--- src/rtl/ec_point_add.sv ---
// ec_point_add
// Sequential elliptic-curve point adder over GF(p) for y^2 = x^3 + a*x + b.
// Computes R = P + Q, or 2P when P == Q. The slope denominator is inverted
// with Fermat's little theorem, den^(p-2), using square-and-multiply.
// The point at infinity is reported as (0,0).
//
// Ports:
//   clk, rst_n          clock and asynchronous active-low reset
//   in_valid            one-cycle request strobe, only sampled in IDLE
//   in_Px, in_Py        point P
//   in_Qx, in_Qy        point Q
//   in_prime            odd prime modulus p (3..61 for DATA_W = 6)
//   in_a                curve coefficient a
//   out_valid           one-cycle result strobe, DATA_W + 4 edges after accept
//   out_Rx, out_Ry      result point, zero whenever out_valid is low
module ec_point_add #(
    parameter int DATA_W = 6
) (
    input  logic              clk,
    input  logic              rst_n,
    input  logic              in_valid,
    input  logic [DATA_W-1:0] in_Px,
    input  logic [DATA_W-1:0] in_Py,
    input  logic [DATA_W-1:0] in_Qx,
    input  logic [DATA_W-1:0] in_Qy,
    input  logic [DATA_W-1:0] in_prime,
    input  logic [DATA_W-1:0] in_a,
    output logic              out_valid,
    output logic [DATA_W-1:0] out_Rx,
    output logic [DATA_W-1:0] out_Ry
);

    localparam int CNT_W = $clog2(DATA_W + 1);

    typedef enum logic [2:0] {
        S_IDLE,
        S_NUM,
        S_INV,
        S_SLOPE,
        S_RX,
        S_RY,
        S_OUT
    } state_t;

    state_t            state;
    logic [DATA_W-1:0] px, py, qx, qy, p, a;
    logic [DATA_W-1:0] num, den, acc, e, s, rx;
    logic              inf;
    logic [CNT_W-1:0]  cnt;

    // (x * y) mod m, product formed at full 2*DATA_W width
    function automatic logic [DATA_W-1:0] mod_mul(input logic [DATA_W-1:0] x,
                                                   input logic [DATA_W-1:0] y,
                                                   input logic [DATA_W-1:0] m);
        logic [2*DATA_W-1:0] prod;
        prod = {{DATA_W{1'b0}}, x} * {{DATA_W{1'b0}}, y};
        return DATA_W'(prod % {{DATA_W{1'b0}}, m});
    endfunction

    // (x - y) mod m as (x + m - y) mod m; x, y < m keeps this non-negative
    function automatic logic [DATA_W-1:0] mod_sub(input logic [DATA_W-1:0] x,
                                                   input logic [DATA_W-1:0] y,
                                                   input logic [DATA_W-1:0] m);
        logic [DATA_W:0] t;
        t = {1'b0, x} + {1'b0, m} - {1'b0, y};
        return DATA_W'(t % {1'b0, m});
    endfunction

    function automatic logic [DATA_W-1:0] mod_add(input logic [DATA_W-1:0] x,
                                                   input logic [DATA_W-1:0] y,
                                                   input logic [DATA_W-1:0] m);
        logic [DATA_W:0] t;
        t = {1'b0, x} + {1'b0, y};
        return DATA_W'(t % {1'b0, m});
    endfunction

    // (3*x^2 + a) mod m, reduced after each step so nothing exceeds 2*DATA_W bits
    function automatic logic [DATA_W-1:0] tangent_num(input logic [DATA_W-1:0] x,
                                                       input logic [DATA_W-1:0] ca,
                                                       input logic [DATA_W-1:0] m);
        logic [DATA_W-1:0]   sq;
        logic [2*DATA_W-1:0] t;
        sq = mod_mul(x, x, m);
        t  = {{DATA_W{1'b0}}, sq} + {{DATA_W{1'b0}}, sq} + {{DATA_W{1'b0}}, sq};
        t  = t % {{DATA_W{1'b0}}, m};
        t  = t + {{DATA_W{1'b0}}, ca};
        return DATA_W'(t % {{DATA_W{1'b0}}, m});
    endfunction

    logic              dbl;
    logic [DATA_W-1:0] num_calc, den_calc, acc_sq, acc_step, s_calc, rx_calc, ry_calc;

    assign dbl      = (px == qx) && (py == qy);
    assign num_calc = dbl ? tangent_num(px, a, p) : mod_sub(qy, py, p);
    assign den_calc = dbl ? mod_add(py, py, p)    : mod_sub(qx, px, p);
    // Exponent is shifted left each INV cycle, so its MSB is always the current bit
    assign acc_sq   = mod_mul(acc, acc, p);
    assign acc_step = e[DATA_W-1] ? mod_mul(acc_sq, den, p) : acc_sq;
    assign s_calc   = mod_mul(num, acc, p);
    assign rx_calc  = mod_sub(mod_sub(mod_mul(s, s, p), px, p), qx, p);
    assign ry_calc  = mod_sub(mod_mul(s, mod_sub(px, rx, p), p), py, p);

    // Control and datapath. The result is loaded into the output registers
    // on the RY edge so out_valid is high exactly while the FSM sits in OUT;
    // every other cycle the outputs fall back to zero.
    always_ff @(posedge clk or negedge rst_n) begin
        if (!rst_n) begin
            state     <= S_IDLE;
            px        <= '0;
            py        <= '0;
            qx        <= '0;
            qy        <= '0;
            p         <= '0;
            a         <= '0;
            num       <= '0;
            den       <= '0;
            acc       <= '0;
            e         <= '0;
            s         <= '0;
            rx        <= '0;
            inf       <= 1'b0;
            cnt       <= '0;
            out_valid <= 1'b0;
            out_Rx    <= '0;
            out_Ry    <= '0;
        end else begin
            out_valid <= 1'b0;
            out_Rx    <= '0;
            out_Ry    <= '0;
            case (state)
                S_IDLE: begin
                    if (in_valid) begin
                        px    <= in_Px;
                        py    <= in_Py;
                        qx    <= in_Qx;
                        qy    <= in_Qy;
                        p     <= in_prime;
                        a     <= in_a;
                        state <= S_NUM;
                    end
                end
                S_NUM: begin
                    num   <= num_calc;
                    den   <= den_calc;
                    inf   <= (den_calc == '0);
                    acc   <= DATA_W'(1);
                    e     <= p - DATA_W'(2);
                    cnt   <= CNT_W'(DATA_W - 1);
                    state <= S_INV;
                end
                S_INV: begin
                    acc <= acc_step;
                    e   <= e << 1;
                    if (cnt == '0) begin
                        state <= S_SLOPE;
                    end else begin
                        cnt <= cnt - CNT_W'(1);
                    end
                end
                S_SLOPE: begin
                    s     <= s_calc;
                    state <= S_RX;
                end
                S_RX: begin
                    rx    <= rx_calc;
                    state <= S_RY;
                end
                S_RY: begin
                    out_valid <= 1'b1;
                    out_Rx    <= inf ? '0 : rx;
                    out_Ry    <= inf ? '0 : ry_calc;
                    state     <= S_OUT;
                end
                S_OUT: begin
                    state <= S_IDLE;
                end
                default: begin
                    state <= S_IDLE;
                end
            endcase
        end
    end

endmodule

--- config.mk ---
export PLATFORM = sky130hd
export DESIGN_NAME = ec_point_add
export DESIGN_NICKNAME = d
export VERILOG_FILES = /design/src/rtl/ec_point_add.sv
export SDC_FILE = /design/constraint.sdc
export NUM_CORES = 2
export LEC_CHECK = 0
export ABC_AREA = 1
export BUFFER_PORTS_ARGS = -buffer_cell sky130_fd_sc_hd__buf_2
export CAP_MARGIN = 40
export CELL_PAD_IN_SITES_DETAIL_PLACEMENT = 1
export CELL_PAD_IN_SITES_GLOBAL_PLACEMENT = 1
export CORE_MARGIN = 5
export CORE_UTILIZATION = 39
export DETAILED_ROUTE_END_ITERATION = 10
export PLACE_DENSITY_LB_ADDON = 0.1
export SLEW_MARGIN = 20
export SYNTH_ARGS = -nofsm -noshare
export SYNTH_HDL_FRONTEND = slang
export SYNTH_SLANG_ARGS = --single-unit
--- constraint.sdc ---
create_clock -name clk -period 52.5 [get_ports clk]
set_input_delay 0 -clock clk [delete_from_list [all_inputs] [get_ports clk]]
set_output_delay 0 -clock clk [all_outputs]
set_load 0.01 [all_outputs]
* Yosys cells after proc, flatten, opt, wreduce, memory -nomap -nowiden
Index checks and enable logic that the tools add are counted.
Cells by class: add/sub/neg operators 18, $mul 6, divide/modulo/power cells 15, eq/ne operators 10, mux-type cells 15, reduce and logical (&&, ||, !) cells 8
Operators by type and width (number):
- 12-bit by 6-bit remainder unit with 12-bit output | 8
- 6-bit by 6-bit multiplier with 12-bit output | 6
- 6-bit by 6-bit adder with 7-bit output | 8
- 7-bit by 6-bit remainder unit with 7-bit output | 7
- 6-bit two-way mux | 7
- 7-bit by 6-bit subtractor with 7-bit output | 6
- 6-bit one-hot mux with 2 select lines | 2
- 3-bit one-hot mux with 6 select lines | 1
- 12-bit by 6-bit adder with 12-bit output | 1
- 6-bit equality test | 2
- 3-bit two-way mux | 3
- 7-bit by 6-bit adder with 8-bit output | 1
- 3-bit by 2-bit equality test with 1-bit output, second input constant | 2
- 3-bit equality test, second input constant | 2
- 3-bit zero test | 2
- 6-bit zero test | 1
- 2-bit != test, second input constant | 3
- 3-bit one-hot mux with 2 select lines | 1
- 2-bit AND reduction | 3
- 6-bit by 2-bit subtractor with 6-bit output, second input constant | 1
- 3-bit by 1-bit equality test with 1-bit output, second input constant | 1
- 3-bit by 1-bit subtractor with 3-bit output, second input constant | 1
- 2-bit nonzero test | 1
- 1-bit logical AND | 1
- 1-bit two-way mux | 1
Storage, ports and cells: flip-flop bits (word level) 92, output and inout port bits 13, word-level logic and storage cells 90

* Logic depth before layout (Yosys ltp)
depth in word-level cells 10, gate-level depth with buffers 388, depth with buffers taken out 382

* Least setup slack after synthesis
Ideal clock, no wire load.
path type register -> register, start point register p[0], end point register num[0], setup time 0.117 ns, data arrival time 54.270 ns, data required time 52.383 ns, path slack -1.887 ns, cell stages (with the launch flop) 363, buffers on the path 6, period minus slack after synthesis 54.387 ns, cell sequence dfrtp_1 -> clkbuf_1 -> clkinv_1 -> ha_1 -> o21ai_0 -> nand2_2 -> nand2_1 -> inv_1 -> ha_1 -> o21ai_1 -> a21oi_1 -> inv_1 -> nand2_1 -> o21ai_2 -> ha_1 -> inv_2 -> o21bai_1 -> nand2_1 -> (+327 left out) -> nand3_1 -> nor2_8 -> nand3_1 -> nand2_1 -> inv_1 -> fa_1 -> nand3_1 -> nand2_1 -> a41oi_1 -> o21ai_0 -> a21oi_1 -> nand2_1 -> nor2_2 -> nand2_1 -> clkinv_2 -> nand4_1 -> nand3_1 -> nand2_1
Between the ends: word-level cells in the longest chain between the ends 7, elaborated cells on any way between the ends 10
RTL lines:
- from (decl) | RTL line 46 | logic [DATA_W-1:0] px, py, qx, qy, p, a;
- from (signal assigned) | RTL line 137 | p <= in_prime;
- 12-bit by 6-bit remainder unit with 12-bit output | RTL line 57 | return DATA_W'(prod % {{DATA_W{1'b0}}, m});
- 6-bit by 6-bit adder with 7-bit output | RTL line 84 | t = {{DATA_W{1'b0}}, sq} + {{DATA_W{1'b0}}, sq} + {{DATA_W{1'b0}}, sq};
- 7-bit by 6-bit adder with 8-bit output | RTL line 84
- 12-bit by 6-bit remainder unit with 12-bit output | RTL line 85 | t = t % {{DATA_W{1'b0}}, m};
- 12-bit by 6-bit adder with 12-bit output | RTL line 86 | t = t + {{DATA_W{1'b0}}, ca};
- 12-bit by 6-bit remainder unit with 12-bit output | RTL line 87 | return DATA_W'(t % {{DATA_W{1'b0}}, m});
- 6-bit two-way mux * | RTL line 94 | assign num_calc = dbl ? tangent_num(px, a, p) : mod_sub(qy, py, p);
- to (signal assigned) | RTL line 143 | num <= num_calc;
- to (decl) | RTL line 47 | logic [DATA_W-1:0] num, den, acc, e, s, rx;
Every way passes the cells marked *; elsewhere a longest branch is shown, timed or not. A chain may end at the register's enable or synchronous reset.

* Worst setup path in the final report
start point register px[3], end point register num[1]
Between the ends: word-level cells in the longest chain between the ends 8, elaborated cells on any way between the ends 10
RTL lines:
- from (decl) | RTL line 46
- from (signal assigned) | RTL line 133 | px <= in_Px;
- 6-bit by 6-bit multiplier with 12-bit output | RTL line 56 | prod = {{DATA_W{1'b0}}, x} * {{DATA_W{1'b0}}, y};
- 12-bit by 6-bit remainder unit with 12-bit output | RTL line 57
- 6-bit by 6-bit adder with 7-bit output | RTL line 84
- 7-bit by 6-bit adder with 8-bit output | RTL line 84
- 12-bit by 6-bit remainder unit with 12-bit output | RTL line 85
- 12-bit by 6-bit adder with 12-bit output | RTL line 86
- 12-bit by 6-bit remainder unit with 12-bit output | RTL line 87
- 6-bit two-way mux * | RTL line 94
Marks and branches as above.

==> run summary <==
The run finished with clean final reports. The post-route standard cell area excluding fillers came out at 46140 sq um. Among all stages on the critical path, the largest delay is contributed by sky130_fd_sc_hd__fa_1. The number of hold violations in the final report came out at 0. The latest clock arrival within the worst-skew pair came out at 0.39 ns. For the worst setup path, the data arrival time is about 50 ns. A synthesized cell averages between 6 and 7 sq um. The startpoint identified for the worst register-to-register timing path is px[3].

Of the post-synthesis cell area, the dominant cell type holds 0.2388. The remaining number of nets flagged by the antenna check after routing is 0. Between clock sinks in the finished design, the worst skew comes to 0.01136 ns. The number of antenna violations at the first check in global routing is 5. The layout has 13839 filler cells.

The maximum fanout count along the critical path came out at 11. In this run the critical register-to-register path is captured at num[1]. The global-route total usage across every layer came out at 0.2286.

In this run the clock root is driven by a sky130_fd_sc_hd__clkbuf_16. The biggest cell delay along the critical path came out at 0.56 ns. The yosys synthesis warning count is 0. The length in cells of the worst reg-to-reg path came out at between 300 and 400.

The global placer's final weighted congestion is 0.8611. Across the run, the number of max-cap violations was 0. At the pin with the least slew margin, the transition time is around 0.76 ns.

The area after detailed placement came out at 43980 sq um. The post-synthesis to final-layout area growth came out at 12.61%. The library cell used most frequently in the layout, excluding fill and tap cells, is sky130_fd_sc_hd__nand2_1. The routed via count came out at 41117. The first global-routing pass estimated 212700 um of wire.

The total of buffers placed on input and output ports came out at 51. The path class of the tightest hold or removal check is input port to flip-flop. The number of global-route vias before repair came out at around 42000. The post-layout net count came out at between 7000 and 8000. The remaining routing DRC violations came out at 0. The initial cell density of the core is 0.3909. Sorting the synthesized cells by area gives the leading types as sky130_fd_sc_hd__ha_1 (24%), sky130_fd_sc_hd__nand2_1 (12%), sky130_fd_sc_hd__inv_1 (8.4%), sky130_fd_sc_hd__o21ai_0 (6.7%), sky130_fd_sc_hd__fa_1 (6.4%). Summing every instance area after synthesis gives about 41000 sq um. TritonCTS built the clock tree.

The violation count after the first detailed-routing iteration is 1467. Counting I/O delays and the setup requirement, the final critical path takes 49.53 ns. The worst hold slack across all endpoints is 0.03669 ns. The async set-or-reset flop fraction in the synthesized netlist came out at 1.000.

The worst setup path is captured at a flip-flop. The slack of the worst reg-to-reg path came out at just under 3 ns. The number of setup violations in the final report came out at 0. The cell row count came out at 119. The worst slew margin relative to its limit came out at 0.4920. Of the cells placed in the final design, the portion with a size suffix greater than 1 is 0.1286.

The clock transition at the registers of the reported paths is 0.08 ns. The worst path meets setup with 2.970 ns of slack. The number of instances in the synthesized netlist came out at 6184.

The unique cell type count in the Yosys netlist came out at 79. Before antenna repair, the detailed router went through 5 iterations. The synthesized design spends more area on one cell type than any other, namely sky130_fd_sc_hd__ha_1. Entering global routing, the biggest net connects 67 pins. The flip-flop and latch count after synthesis is 92. The number of pins exceeding their max-slew limit in the final report is 0. Data on the critical path is required at its endpoint by approximately 53 ns. Among the stages of the critical path, the cell type that occurs most often is sky130_fd_sc_hd__nand2_1. After legalization and detailed placement, the total HPWL measured 106700 um. The maximum frequency from static timing analysis came out at 20.19 MHz. The wire length after detailed routing is 131800 um. The vertical die dimension came out at 334.1 um. The commonest register cell after synthesis is sky130_fd_sc_hd__dfrtp_1.

Pin placement for this block handled 52 I/O pins. The remaining global-route overflow is 0. Dividing the detail-routed wire length by the instance count gives 16.75 um. The floorplan step defined a core boundary enclosing ~100000 sq um. The final setup TNS is 0 ns. The critical path starts at px[3].

The startpoint type of the worst setup path is a flip-flop. The deepest clock path buffer count is 2. The clock buffer count from CTS is 9. The floorplan step defined a die boundary enclosing 111600 sq um. The register area share after synthesis is 0.05619. The setup path with the least slack is of type flip-flop to flip-flop.

Using the TritonRoute via totals, the vias-per-cell ratio works out to 5.227. Counting flops with a built-in enable in the synthesized netlist gives 0. The floorplan die width is 334.1 um. Of the available clock period, the critical path in the final layout requires 0.9434. The number of H-tree branching levels came out at 3.

In the layout the commonest cells are sky130_fd_sc_hd__nand2_1 (1295), sky130_fd_sc_hd__inv_1 (893), sky130_fd_sc_hd__ha_1 (763), sky130_fd_sc_hd__o21ai_0 (502), sky130_fd_sc_hd__nor2_1 (408). The most critical setup path has its endpoint at num[1]. Before CTS, the worst setup slack after placement is -2.599 ns. The clock drives 92 sinks.
==> state kept, by name, summed over array words and instances (netlist names) <==
| register | count |
|---|---|
| out_Ry | 6 |
| p | 6 |
| den | 6 |
| state | 3 |
| out_valid | 1 |
| px | 6 |
| out_Rx | 6 |
| a | 6 |
| inf | 1 |
| e | 6 |
| qx | 6 |
| acc | 6 |
| qy | 6 |
| py | 6 |
| s | 6 |
| num | 6 |
| cnt | 3 |
| rx | 6 |
==> layout make-up <==
class | count | area [sq um] | share of cell area
multi-input cells | 5047 | 35460 | 0.7684
inverters | 974 | 3707 | 0.08034
repair buffers | 347 | 2629 | 0.05697
flip-flops and latches | 92 | 2315 | 0.05016
well taps | 1391 | 1740 | 0.03772
clock buffers | 11 | 232.7 | 0.005044
clock inverters | 4 | 58.81 | 0.001274
diodes | 1 | 2.502 | 0.00005423
==> metrics by stage <==
step                      utilization  cells
after global routing           0.4402   7866
after detailed placement       0.4196   7724
final                          0.4402   7867
after global placement         0.4191   7722
after floorplan                     -   6187
after CTS                      0.4275   7789
==> worst min-delay path by stage <==
stage / startpoint / endpoint / depth (start not counted)
after floorplan: rst_n / a[0] / 0
after global placement: rst_n / acc[2] / 1
after detailed placement: rst_n / acc[2] / 1
after CTS: in_valid / state[0] / 3
after global routing: in_valid / state[0] / 3
final: in_valid / state[0] / 3
==> cell families (layout without fill, tap and decap cells) <==
logic type               Yosys count  in the layout  synth area share
AO/OA/AOI/OAI                   1271           1271            0.1792
XOR/XNOR                         443            443           0.09469
adder cells (fa/ha/maj)          913            913            0.3028
buffers and inverters           1048           1336           0.09839
flip-flops                        92             92           0.05619
multiplexers                       9              9          0.002412
other                              1              5        0.00009152
AND/OR/NAND/NOR                 2407           2407            0.2663
==> worst max-delay path, delay by kind of cell (launching register included) <==
| kind | cells | cell delay [ns] |
|---|---|---|
| compound gates | 124 | 17.68 |
| xor+xnor | 1 | 0.23 |
| fa+ha+maj | 38 | 11.35 |
| buf+inv | 57 | 4.56 |
| flops | 1 | 0.44 |
| mux | 1 | 0.27 |
| simple gates | 147 | 14.80 |
==> per-layer routing <==
metal  vias to the layer above  routed length, um  GRT usage
li1                      20946                  -          -
met1                     19720              61390     0.2926
met2                       331              64830     0.4232
met3                       120               2918    0.01640
met4                         0               2637    0.04484
met5                         -                  0          0
==> synthesized netlist by cell type (all sizes together), types with 18 or more instances <==
library cell,number
nor3,62
o21a,27
fa,131
clkinv,21
nand2,1417
ha,782
inv,953
a21oi,341
o21ai,590
o31ai,38
nand4,71
nand3,273
or2,78
a21o,114
nor2,465
buf,18
xnor2,215
o21bai,70
xor2,228
clkbuf,56
dfrtp,92
==> repair_timing <==
| action | 4_1_cts | 5_1_grt |
|---|---|---|
| setup buffers | 13 | 76 |
| endpoints found under the hold margin | 72 | 0 |
| pin swaps | 16 | 138 |
| resized for setup | 32 | 226 |
| cloned | 0 | 0 |
| endpoints found under the setup margin | 6 | 18 |
| hold buffers | 37 | 0 |
Power is left out: the tool's default activity adds up to more than one toggle a clock period on the data nets, which glitch-free logic cannot reach.
